===== src/rtl/keypad_scanner.sv =====
// -----------------------------------------------------------------------------
// keypad_scanner
//   Scans a 4x4 active-low matrix keypad one column at a time. It samples the
//   rows at the end of each column dwell and builds a per-sweep result: none,
//   single(code) or multi. A debounce FSM turns consecutive agreeing sweeps into
//   a held key_valid level with a stable key code.
//
// Parameters
//   SCAN_DIV  clk cycles each column is driven before the rows are sampled (>= 4)
//   DEBOUNCE  consecutive agreeing sweeps needed to accept a press or a release (2..15)
//
// Ports
//   clk        system clock
//   reset      asynchronous reset, active low
//   rows[3:0]  keypad row pins, active low, asynchronous to clk
//   cols[3:0]  column drive, active-low one-hot
//   key[3:0]   last accepted key code = row*4 + col
//   key_valid  high while a debounced single key is held
//   key_multi  high when the most recent sweep saw two or more keys
// -----------------------------------------------------------------------------
module keypad_scanner #(
    parameter int SCAN_DIV = 100_000,
    parameter int DEBOUNCE = 4
) (
    input  logic       clk,
    input  logic       reset,
    input  logic [3:0] rows,
    output logic [3:0] cols,
    output logic [3:0] key,
    output logic       key_valid,
    output logic       key_multi
);

    localparam int               DIV_W    = (SCAN_DIV > 1) ? $clog2(SCAN_DIV) : 1;
    localparam logic [DIV_W-1:0] DIV_LAST = DIV_W'(SCAN_DIV - 1);
    localparam logic [3:0]       DB_LAST  = 4'(DEBOUNCE);

    typedef enum logic [1:0] {
        IDLE,
        CONFIRM_PRESS,
        HELD,
        CONFIRM_RELEASE
    } state_e;

    // Row synchroniser
    logic [3:0]       rows_meta_q, rows_sync_q;

    // Column timing
    logic [DIV_W-1:0] div_q, div_d;
    logic [1:0]       col_q, col_d;
    logic             tick, sweep_end;

    // Sweep accumulators: hit count saturates at 2, first_q is the code of
    // the first press found in column-then-row order.
    logic [1:0]       hits_q, hits_d;
    logic [3:0]       first_q, first_d;

    // Current-column analysis and the sweep result it completes
    logic [3:0]       col_rows;
    logic [2:0]       col_hits;
    logic [1:0]       row_first;
    logic [2:0]       hit_sum;
    logic [1:0]       sweep_hits;
    logic [3:0]       sweep_code;
    logic             sweep_single;

    // Debounce FSM
    state_e           state_q, state_d;
    logic [3:0]       cnt_q, cnt_d;
    logic [3:0]       cand_q, cand_d;
    logic [3:0]       key_q, key_d;
    logic             key_multi_q, key_multi_d;

    assign tick      = (div_q == DIV_LAST);
    // The sweep ends on the tick that samples the last column.
    assign sweep_end = tick && (col_q == 2'd3);

    always_comb begin
        // NOTE: every combinational output gets a default before any branch,
        // so no path leaves a signal unassigned and no latch is inferred.
        col_rows  = ~rows_sync_q;
        col_hits  = 3'd0;
        row_first = 2'd0;
        // Walk from the top row down so the lowest pressed row wins.
        for (int r = 3; r >= 0; r--) begin
            if (col_rows[r]) begin
                col_hits  = col_hits + 3'd1;
                row_first = 2'(r);
            end
        end
        hit_sum      = {1'b0, hits_q} + col_hits;
        sweep_hits   = (hit_sum >= 3'd2) ? 2'd2 : hit_sum[1:0];
        // Earlier columns take priority for the reported code.
        sweep_code   = (hits_q != 2'd0) ? first_q : {row_first, col_q};
        sweep_single = (sweep_hits == 2'd1);
    end

    always_comb begin
        div_d   = tick ? '0 : div_q + DIV_W'(1);
        col_d   = tick ? col_q + 2'd1 : col_q;
        hits_d  = hits_q;
        first_d = first_q;
        if (tick) begin
            if (sweep_end) begin
                hits_d  = 2'd0;
                first_d = 4'd0;
            end else begin
                hits_d  = sweep_hits;
                first_d = sweep_code;
            end
        end
    end

    always_comb begin
        state_d     = state_q;
        cnt_d       = cnt_q;
        cand_d      = cand_q;
        key_d       = key_q;
        key_multi_d = key_multi_q;
        if (sweep_end) begin
            key_multi_d = (sweep_hits == 2'd2);
            case (state_q)
                IDLE: begin
                    if (sweep_single) begin
                        state_d = CONFIRM_PRESS;
                        cand_d  = sweep_code;
                        cnt_d   = 4'd1;
                    end
                end
                CONFIRM_PRESS: begin
                    if (sweep_single && (sweep_code == cand_q)) begin
                        if (4'(cnt_q + 4'd1) == DB_LAST) begin
                            state_d = HELD;
                            key_d   = cand_q;
                        end else begin
                            cnt_d = cnt_q + 4'd1;
                        end
                    end else if (sweep_single) begin
                        cand_d = sweep_code;
                        cnt_d  = 4'd1;
                    end else begin
                        state_d = IDLE;
                    end
                end
                HELD: begin
                    if (!(sweep_single && (sweep_code == key_q))) begin
                        state_d = CONFIRM_RELEASE;
                        cnt_d   = 4'd1;
                    end
                end
                CONFIRM_RELEASE: begin
                    // Any other single key only counts toward release; a new
                    // key is accepted only after passing through IDLE.
                    if (sweep_single && (sweep_code == key_q)) begin
                        state_d = HELD;
                    end else if (4'(cnt_q + 4'd1) == DB_LAST) begin
                        state_d = IDLE;
                    end else begin
                        cnt_d = cnt_q + 4'd1;
                    end
                end
                default: state_d = IDLE;
            endcase
        end
    end

    always_ff @(posedge clk or negedge reset) begin
        if (!reset) begin
            // Synchroniser resets to the idle (pulled-up) pin level so no
            // phantom press is seen after reset.
            rows_meta_q <= 4'b1111;
            rows_sync_q <= 4'b1111;
            div_q       <= '0;
            col_q       <= 2'd0;
            hits_q      <= 2'd0;
            first_q     <= 4'd0;
            state_q     <= IDLE;
            cnt_q       <= 4'd0;
            cand_q      <= 4'd0;
            key_q       <= 4'd0;
            key_multi_q <= 1'b0;
        end else begin
            // NOTE: non-blocking assignments so every register samples the
            // pre-edge values, independent of statement order.
            rows_meta_q <= rows;
            rows_sync_q <= rows_meta_q;
            div_q       <= div_d;
            col_q       <= col_d;
            hits_q      <= hits_d;
            first_q     <= first_d;
            state_q     <= state_d;
            cnt_q       <= cnt_d;
            cand_q      <= cand_d;
            key_q       <= key_d;
            key_multi_q <= key_multi_d;
        end
    end

    assign cols      = ~(4'b0001 << col_q);
    assign key       = key_q;
    assign key_valid = (state_q == HELD) || (state_q == CONFIRM_RELEASE);
    assign key_multi = key_multi_q;

endmodule


===== config.mk =====
export PLATFORM = sky130hd
export DESIGN_NAME = keypad_scanner
export DESIGN_NICKNAME = d
export VERILOG_FILES = /design/src/rtl/keypad_scanner.sv
export SDC_FILE = /design/constraint.sdc
export NUM_CORES = 1
export LEC_CHECK = 0
export CAP_MARGIN = 25
export CORE_ASPECT_RATIO = 1.75
export CORE_MARGIN = 1.5
export CORE_UTILIZATION = 45
export CTS_CLUSTER_DIAMETER = 150
export CTS_CLUSTER_SIZE = 28
export DETAILED_ROUTE_END_ITERATION = 7
export GPL_TIMING_DRIVEN = 0
export PLACE_DENSITY_LB_ADDON = 0.1
export SLEW_MARGIN = 0
export SYNTH_ARGS = -nofsm -noshare
export SYNTH_HDL_FRONTEND = slang
export SYNTH_SLANG_ARGS = --single-unit

===== constraint.sdc =====
create_clock -name clk -period 5.1 [get_ports clk]
set_clock_uncertainty 0.15 [all_clocks]
set_input_delay 1.53 -clock clk [delete_from_list [all_inputs] [get_ports clk]]
set_output_delay 1.53 -clock clk [all_outputs]
set_load 0.03 [all_outputs]

======== Word level (Yosys, flattened, before mapping) ========
Index checks and enable logic that the tools add are counted.
operators by class
  equality and inequality tests ........... 17
  bitwise operators ....................... 2
  magnitude comparators ................... 1
  add/sub/neg operators ................... 7
  muxes and demuxes ....................... 30
  shift operators ......................... 1
  reductions and logical operators ........ 11
operators by type and width
  kind                   count
  $mux 4                 9
  $mux 2                 13
  $add 17x1->17 const B  1
  $eq 17x17->1 const B   1
  $mux 17                1
  $pmux 4 s4             1
  $add 3x1->3 const B    3
  $mux 3                 3
  $ne 3x3->1 const B     3
  $eq 2x2->1 const B     4
  $eq 4x4->1             2
  $ne 2x2->1 const B     4
  $not 4->4              2
  $pmux 2 s4             1
  $pmux 4 s2             1
  $reduce_and 3->1       2
  $reduce_and 6->1       1
  $add 4x1->4 const B    1
  $eq 2x1->1 const B     2
  $eq 4x3->1 const B     1
  $reduce_and 4->1       1
  $reduce_bool 2->1      2
  $shl 1x2->4 const A    1
  $add 2x3->3            1
  6 further kinds        8
storage, ports and cells
  word-level logic and storage cells ...... 80
  input bits .............................. 6
  output and inout bits ................... 10
  register bits after elaboration ......... 48

======== Logic depth before layout (Yosys ltp) ========
  depth in word-level cells ............... 15
  depth in mapped cells ................... 13
  mapped depth without buffers ............ 13

======== Least setup slack after synthesis ========
No wires, ideal clock.
  path kind ............................... register -> register
  start point ............................. register rows_sync_q[2]
  end point ............................... register cnt_q[0]
  path slack .............................. 1.323 ns
  clock period less this slack ............ 3.777 ns
  cell stages (with the launch flop) ...... 13
  setup time .............................. 0.125 ns
  arrival time ............................ 3.502 ns
  data required time ...................... 4.825 ns
  path buffers ............................ 0
  path through ............................ dfstp_2 inv_1 ha_1 xnor2_1 ha_1 mux2_2 fa_1 xnor3_1 nand3b_2 o41a_1 a211o_1 o21ai_0 o21ai_1
on the way
  word-level cells in the longest chain between the ends .. 13
  elaborated cells between the ends (all ways) .. 24
  classes of those cells .................. add/sub (3); order compare (1); eq/ne (5); mux (11); bitwise (1); reduce/logical (3)
RTL lines
  element                                                line  text
  start, declared                                        46    logic [3:0] rows_meta_q, rows_sync_q;
  start signal, assigned                                 186   rows_sync_q <= rows_meta_q;
  $not 4->4 *                                            81    col_rows = ~rows_sync_q;
  $mux 3                                                 86    if (col_rows[r]) begin
  $add 3x1->3                                            87    col_hits = col_hits + 3'd1;
  $mux 3                                                 86
  $add 3x1->3                                            87
  $mux 3                                                 86
  $add 2x3->3                                            91    hit_sum = {1'b0, hits_q} + col_hits;
  $ge 3x2->1                                             92    sweep_hits = (hit_sum >= 3'd2) ? 2'd2 : hit_sum[1:0];
  $mux 2                                                 92
  $eq 2x1->1                                             95    sweep_single = (sweep_hits == 2'd1);
  $mux 4 (tied with other cells)                         -
  $mux 4 / $ne 2x2->1 (equally long branches)            -
  $pmux 4 s4 / $reduce_and 3->1 (equally long branches)  -
  end signal, assigned                                   192   cnt_q <= cnt_d;
  end, declared                                          69    logic [3:0] cnt_q, cnt_d;
Mark *: on every way between the ends. The rest lies on a longest branch, timed or not.
A chain may end at the register's enable or synchronous reset.

======== Worst setup path after layout ========
Same ends and word-level chain as after synthesis.

==> impl_metrics.yaml <==
detailed_routing:
  detail_route.wl_per_cell_um: 14.4
  detailroute.via_count: 1893
  drt-initial-drc-count: 60
  drc: 0
  post_drt_via_cell_ratio: 5.27
  drt-pass1-iter-count: 4
  drt-total-wl_um: 5170
  final_ant_viol_nets: 0
cells_and_area:
  final_design_area_no_fill_um2: 3030
  drive_gt1_frac: 0.142
  antenna_cells: 0
  final_net_count: 299
  layout-area-overhead-vs-synth_pct: 13.0
  fillers: 574
sta:
  final_min_period_over_clock_period: 0.792
  setup-tns-final_ns: 0
  max_clock_freq_mhz: 248
  final.min_clock_period_ns: 4.04
  slew_headroom: 0.596
  timing.final.max_slew_violations: 0
  report.final.hold_viol_count: 0
  report.final.setup_viol: 0
  unrepaired_setup_endpoints_after_global_routing: "false"
  tightest_slew_ns: 0.600
clocking:
  cts_sinks: 48
  cts.repair.resized: 0
  clock_tree.htree_level_count: 2
  cts_inserted_buffers: 5
  insertion_delay_ns: 0.30
  postCtsHoldBufs: 0
  cts_tree: "built"
  number_of_setup_buffers_added_after_cts: 0
  clock-root-buffer: "sky130_fd_sc_hd__clkbuf_8"
  cts_max_path_buffers: 2
  worst_setup_hold_path_clk_slew_ns: 0.09
yosys:
  synth.yosys.seq_area_share: 0.452
  yosys_warnings: 0
  synthDistinctLibCells: 61
  synth_top_flop_cell: "sky130_fd_sc_hd__dfrtp_1"
  postSynthNetCount: 276
  asyncSetResetFlopFracSynth: 1.00
  syn_area_um2: 2680
  edff_count_synth: 0
  synth_seq_cells: 48
  synthCells: 257
  avg_inst_size_synth_um2: 10.4
critical_path:
  setup.worst_path.start_class: "flip-flop"
  highest_net_fanout_along_the_worst_path: 8
  worst-path-buf-inv: 1
  data_arrival_time_of_the_critical_path_ns: 4.07
  critical_path_required_ns: 5.13
  critPathMostFrequentCell: "sky130_fd_sc_hd__ha_1"
  critical-path-top-delay-family: "adder cells"
  cpPeakStageDelay_ns: 0.58
  critical_path_class: "reg -> reg"
  critical_path.endpoint_type: "flip-flop"
  cpMaxStageDelayCell: "sky130_fd_sc_hd__dfstp_2"
  worstPathCellList: "inv_1 -> ha_1 -> xnor2_1 -> ha_1 -> mux2_2 -> fa_1 -> xnor3_1 -> nand3b_2 -> o41a_1 -> a211o_1 -> o21ai_0 -> o21ai_1"
global_routing:
  grt_start_max_net_pins: 32
  grt.met2_usage: 0.331
  use_met1: 0.187
  grt_first_pass_wirelength_um: 8740
  overflow: 0
  grt_util_met3: 0.0322
  first_global_vias: 1941
  grt_busiest_layer: "met2"
  antenna_violations_before_repair: 0
  gr-usage-all-layers: 0.179
floorplan:
  starting_utilization_of_the_core_area: 0.459
  die-height_um: 105
  core_area_um2: 5830
  die_width_um: 61.3
  num_rows: 37
  io_pins: 16
  design.die.area_um2: 6440
placed_design:
  placed_cell_area_um2: 2940
  detailed_placement_wirelength_estimate_um: 3920
  gpl.final_weighted_congestion: 0.779
  count_of_input_and_output_buffers: 15
status:
  status: "completed"
power:
  vdd_drop_max_uv: 128
  total_power_w: 0.000663
  power-per-cell-area_nw_per_um2: 219
  p_leak_nw: 1.27
hold_path:
  holdCritPathClass: "reg -> reg"
job:
  max_cap_viols: 0
[layout by cell type (no fill, tap or decap), types with 2 or more instances in the layout]
master,instances
sky130_fd_sc_hd__a31oi_1,4
sky130_fd_sc_hd__nor2b_1,6
sky130_fd_sc_hd__nand2b_1,2
sky130_fd_sc_hd__nor3b_1,2
sky130_fd_sc_hd__o21ai_0,11
sky130_fd_sc_hd__ha_1,12
sky130_fd_sc_hd__a211o_1,3
sky130_fd_sc_hd__o21bai_1,2
sky130_fd_sc_hd__nand2_1,25
sky130_fd_sc_hd__o31ai_1,3
sky130_fd_sc_hd__clkbuf_8,5
sky130_fd_sc_hd__clkbuf_1,5
sky130_fd_sc_hd__dfrtp_1,40
sky130_fd_sc_hd__and2_1,2
sky130_fd_sc_hd__mux2_2,5
sky130_fd_sc_hd__xor2_1,7
sky130_fd_sc_hd__inv_1,15
sky130_fd_sc_hd__dfstp_2,8
sky130_fd_sc_hd__nor2_1,15
sky130_fd_sc_hd__nand3_1,11
sky130_fd_sc_hd__nor3_2,3
sky130_fd_sc_hd__a21oi_1,6
sky130_fd_sc_hd__and3_1,3
sky130_fd_sc_hd__buf_2,2
sky130_fd_sc_hd__clkdlybuf4s50_1,14
sky130_fd_sc_hd__or3_1,2
sky130_fd_sc_hd__o21ai_1,5
sky130_fd_sc_hd__xnor2_1,20
sky130_fd_sc_hd__nor3_1,3
sky130_fd_sc_hd__nand4_1,4
[sequential cells by signal, indices dropped and copies added, names as in the netlist]
name and flops:
cand_q 4, cnt_q 4, col_q 2, div_q 17, first_q 4, hits_q 2
key 4, key_multi 1, rows_meta_q 4, rows_sync_q 4, state_q 2
[routing by layer]
layer | vias up | wire length (um)
li1 | 944 | -
met1 | 925 | 2060
met2 | 18 | 2930
met3 | 6 | 95
met4 | 0 | 88
met5 | - | 0
[Yosys cell counts (2+ instances only)]
master / instances / area [um^2]
sky130_fd_sc_hd__clkbuf_1: 4 / 15.0
sky130_fd_sc_hd__mux2_2: 5 / 56.3
sky130_fd_sc_hd__nand2b_1: 2 / 12.5
sky130_fd_sc_hd__o31ai_1: 3 / 22.5
sky130_fd_sc_hd__nor2_1: 15 / 56.3
sky130_fd_sc_hd__nor3b_1: 2 / 15.0
sky130_fd_sc_hd__or3_1: 2 / 12.5
sky130_fd_sc_hd__and3_1: 3 / 18.8
sky130_fd_sc_hd__nand3_1: 11 / 55.1
sky130_fd_sc_hd__o21ai_1: 5 / 25.0
sky130_fd_sc_hd__nor3_2: 3 / 30.0
sky130_fd_sc_hd__a211o_1: 3 / 26.3
sky130_fd_sc_hd__and2_1: 2 / 12.5
sky130_fd_sc_hd__dfstp_2: 8 / 210
sky130_fd_sc_hd__dfrtp_1: 40 / 1000
sky130_fd_sc_hd__nand2_1: 25 / 93.8
sky130_fd_sc_hd__a31oi_1: 4 / 25.0
sky130_fd_sc_hd__o21bai_1: 2 / 15.0
sky130_fd_sc_hd__o21ai_0: 11 / 55.1
sky130_fd_sc_hd__nor3_1: 3 / 15.0
sky130_fd_sc_hd__ha_1: 12 / 150
sky130_fd_sc_hd__a21oi_1: 6 / 30.0
sky130_fd_sc_hd__xor2_1: 7 / 61.3
sky130_fd_sc_hd__nor2b_1: 6 / 37.5
sky130_fd_sc_hd__nand4_1: 4 / 25.0
sky130_fd_sc_hd__inv_1: 15 / 56.3
sky130_fd_sc_hd__xnor2_1: 20 / 175
[per-stage QoR]
stage / std cells / setup WS, ns / utilization / hold slack, ns
after floorplan: 257 / 1.32 / - / 0.195
after global placement: 350 / 0.953 / 0.502 / 0.196
after detailed placement: 351 / 1.06 / 0.504 / 0.199
after CTS: 359 / 1.04 / 0.519 / 0.212
after global routing: 359 / 0.809 / 0.519 / 0.214
final: 359 / 1.06 / 0.519 / 0.212
[logic make-up after synthesis]
kind of cell / after synthesis / share of synthesized area
simple gates: 91 / 0.199
compound gates: 49 / 0.129
flops: 48 / 0.452
xor+xnor: 28 / 0.0967
buf+inv: 22 / 0.0355
fa+ha+maj: 13 / 0.0635
mux: 6 / 0.0248
[area by class of cell]
| cell class | instances | area [um^2] | share of cell area |
|---|---|---|---|
| sequential | 48 | 1210 | 0.400 |
| tap | 78 | 97.6 | 0.0322 |
| timing repair buffer | 16 | 165 | 0.0546 |
| inverter | 15 | 56.3 | 0.0186 |
| clock buffer | 6 | 72.6 | 0.0240 |
| buffer | 7 | 38.8 | 0.0128 |
| clock inverter | 2 | 12.5 | 0.00413 |
| multi-input combinational | 187 | 1370 | 0.453 |
[worst paths after layout]
check / startpoint / to / slack (ns) / depth (start not counted)
max: rows_sync_q[2] / cnt_q[0] / 1.06 / 12
min: rows_meta_q[1] / rows_sync_q[1] / 0.21 / 0
max reg2reg: rows_sync_q[2] / cnt_q[0] / 1.06 / 12
min reg2reg: rows_meta_q[1] / rows_sync_q[1] / 0.21 / 0
max in group asynchronous: reset / rows_meta_q[0] / 3.23 / 2
min in group asynchronous: reset / key[0] / 1.01 / 1
[report_power, final]
part           switching (W)  leakage (nW)  internal [W]
registers         0.00000343         0.629      0.000386
clock network       0.000128        0.0412     0.0000960
logic              0.0000278         0.599     0.0000210
Note: power is estimated with default switching activity, not from simulation.
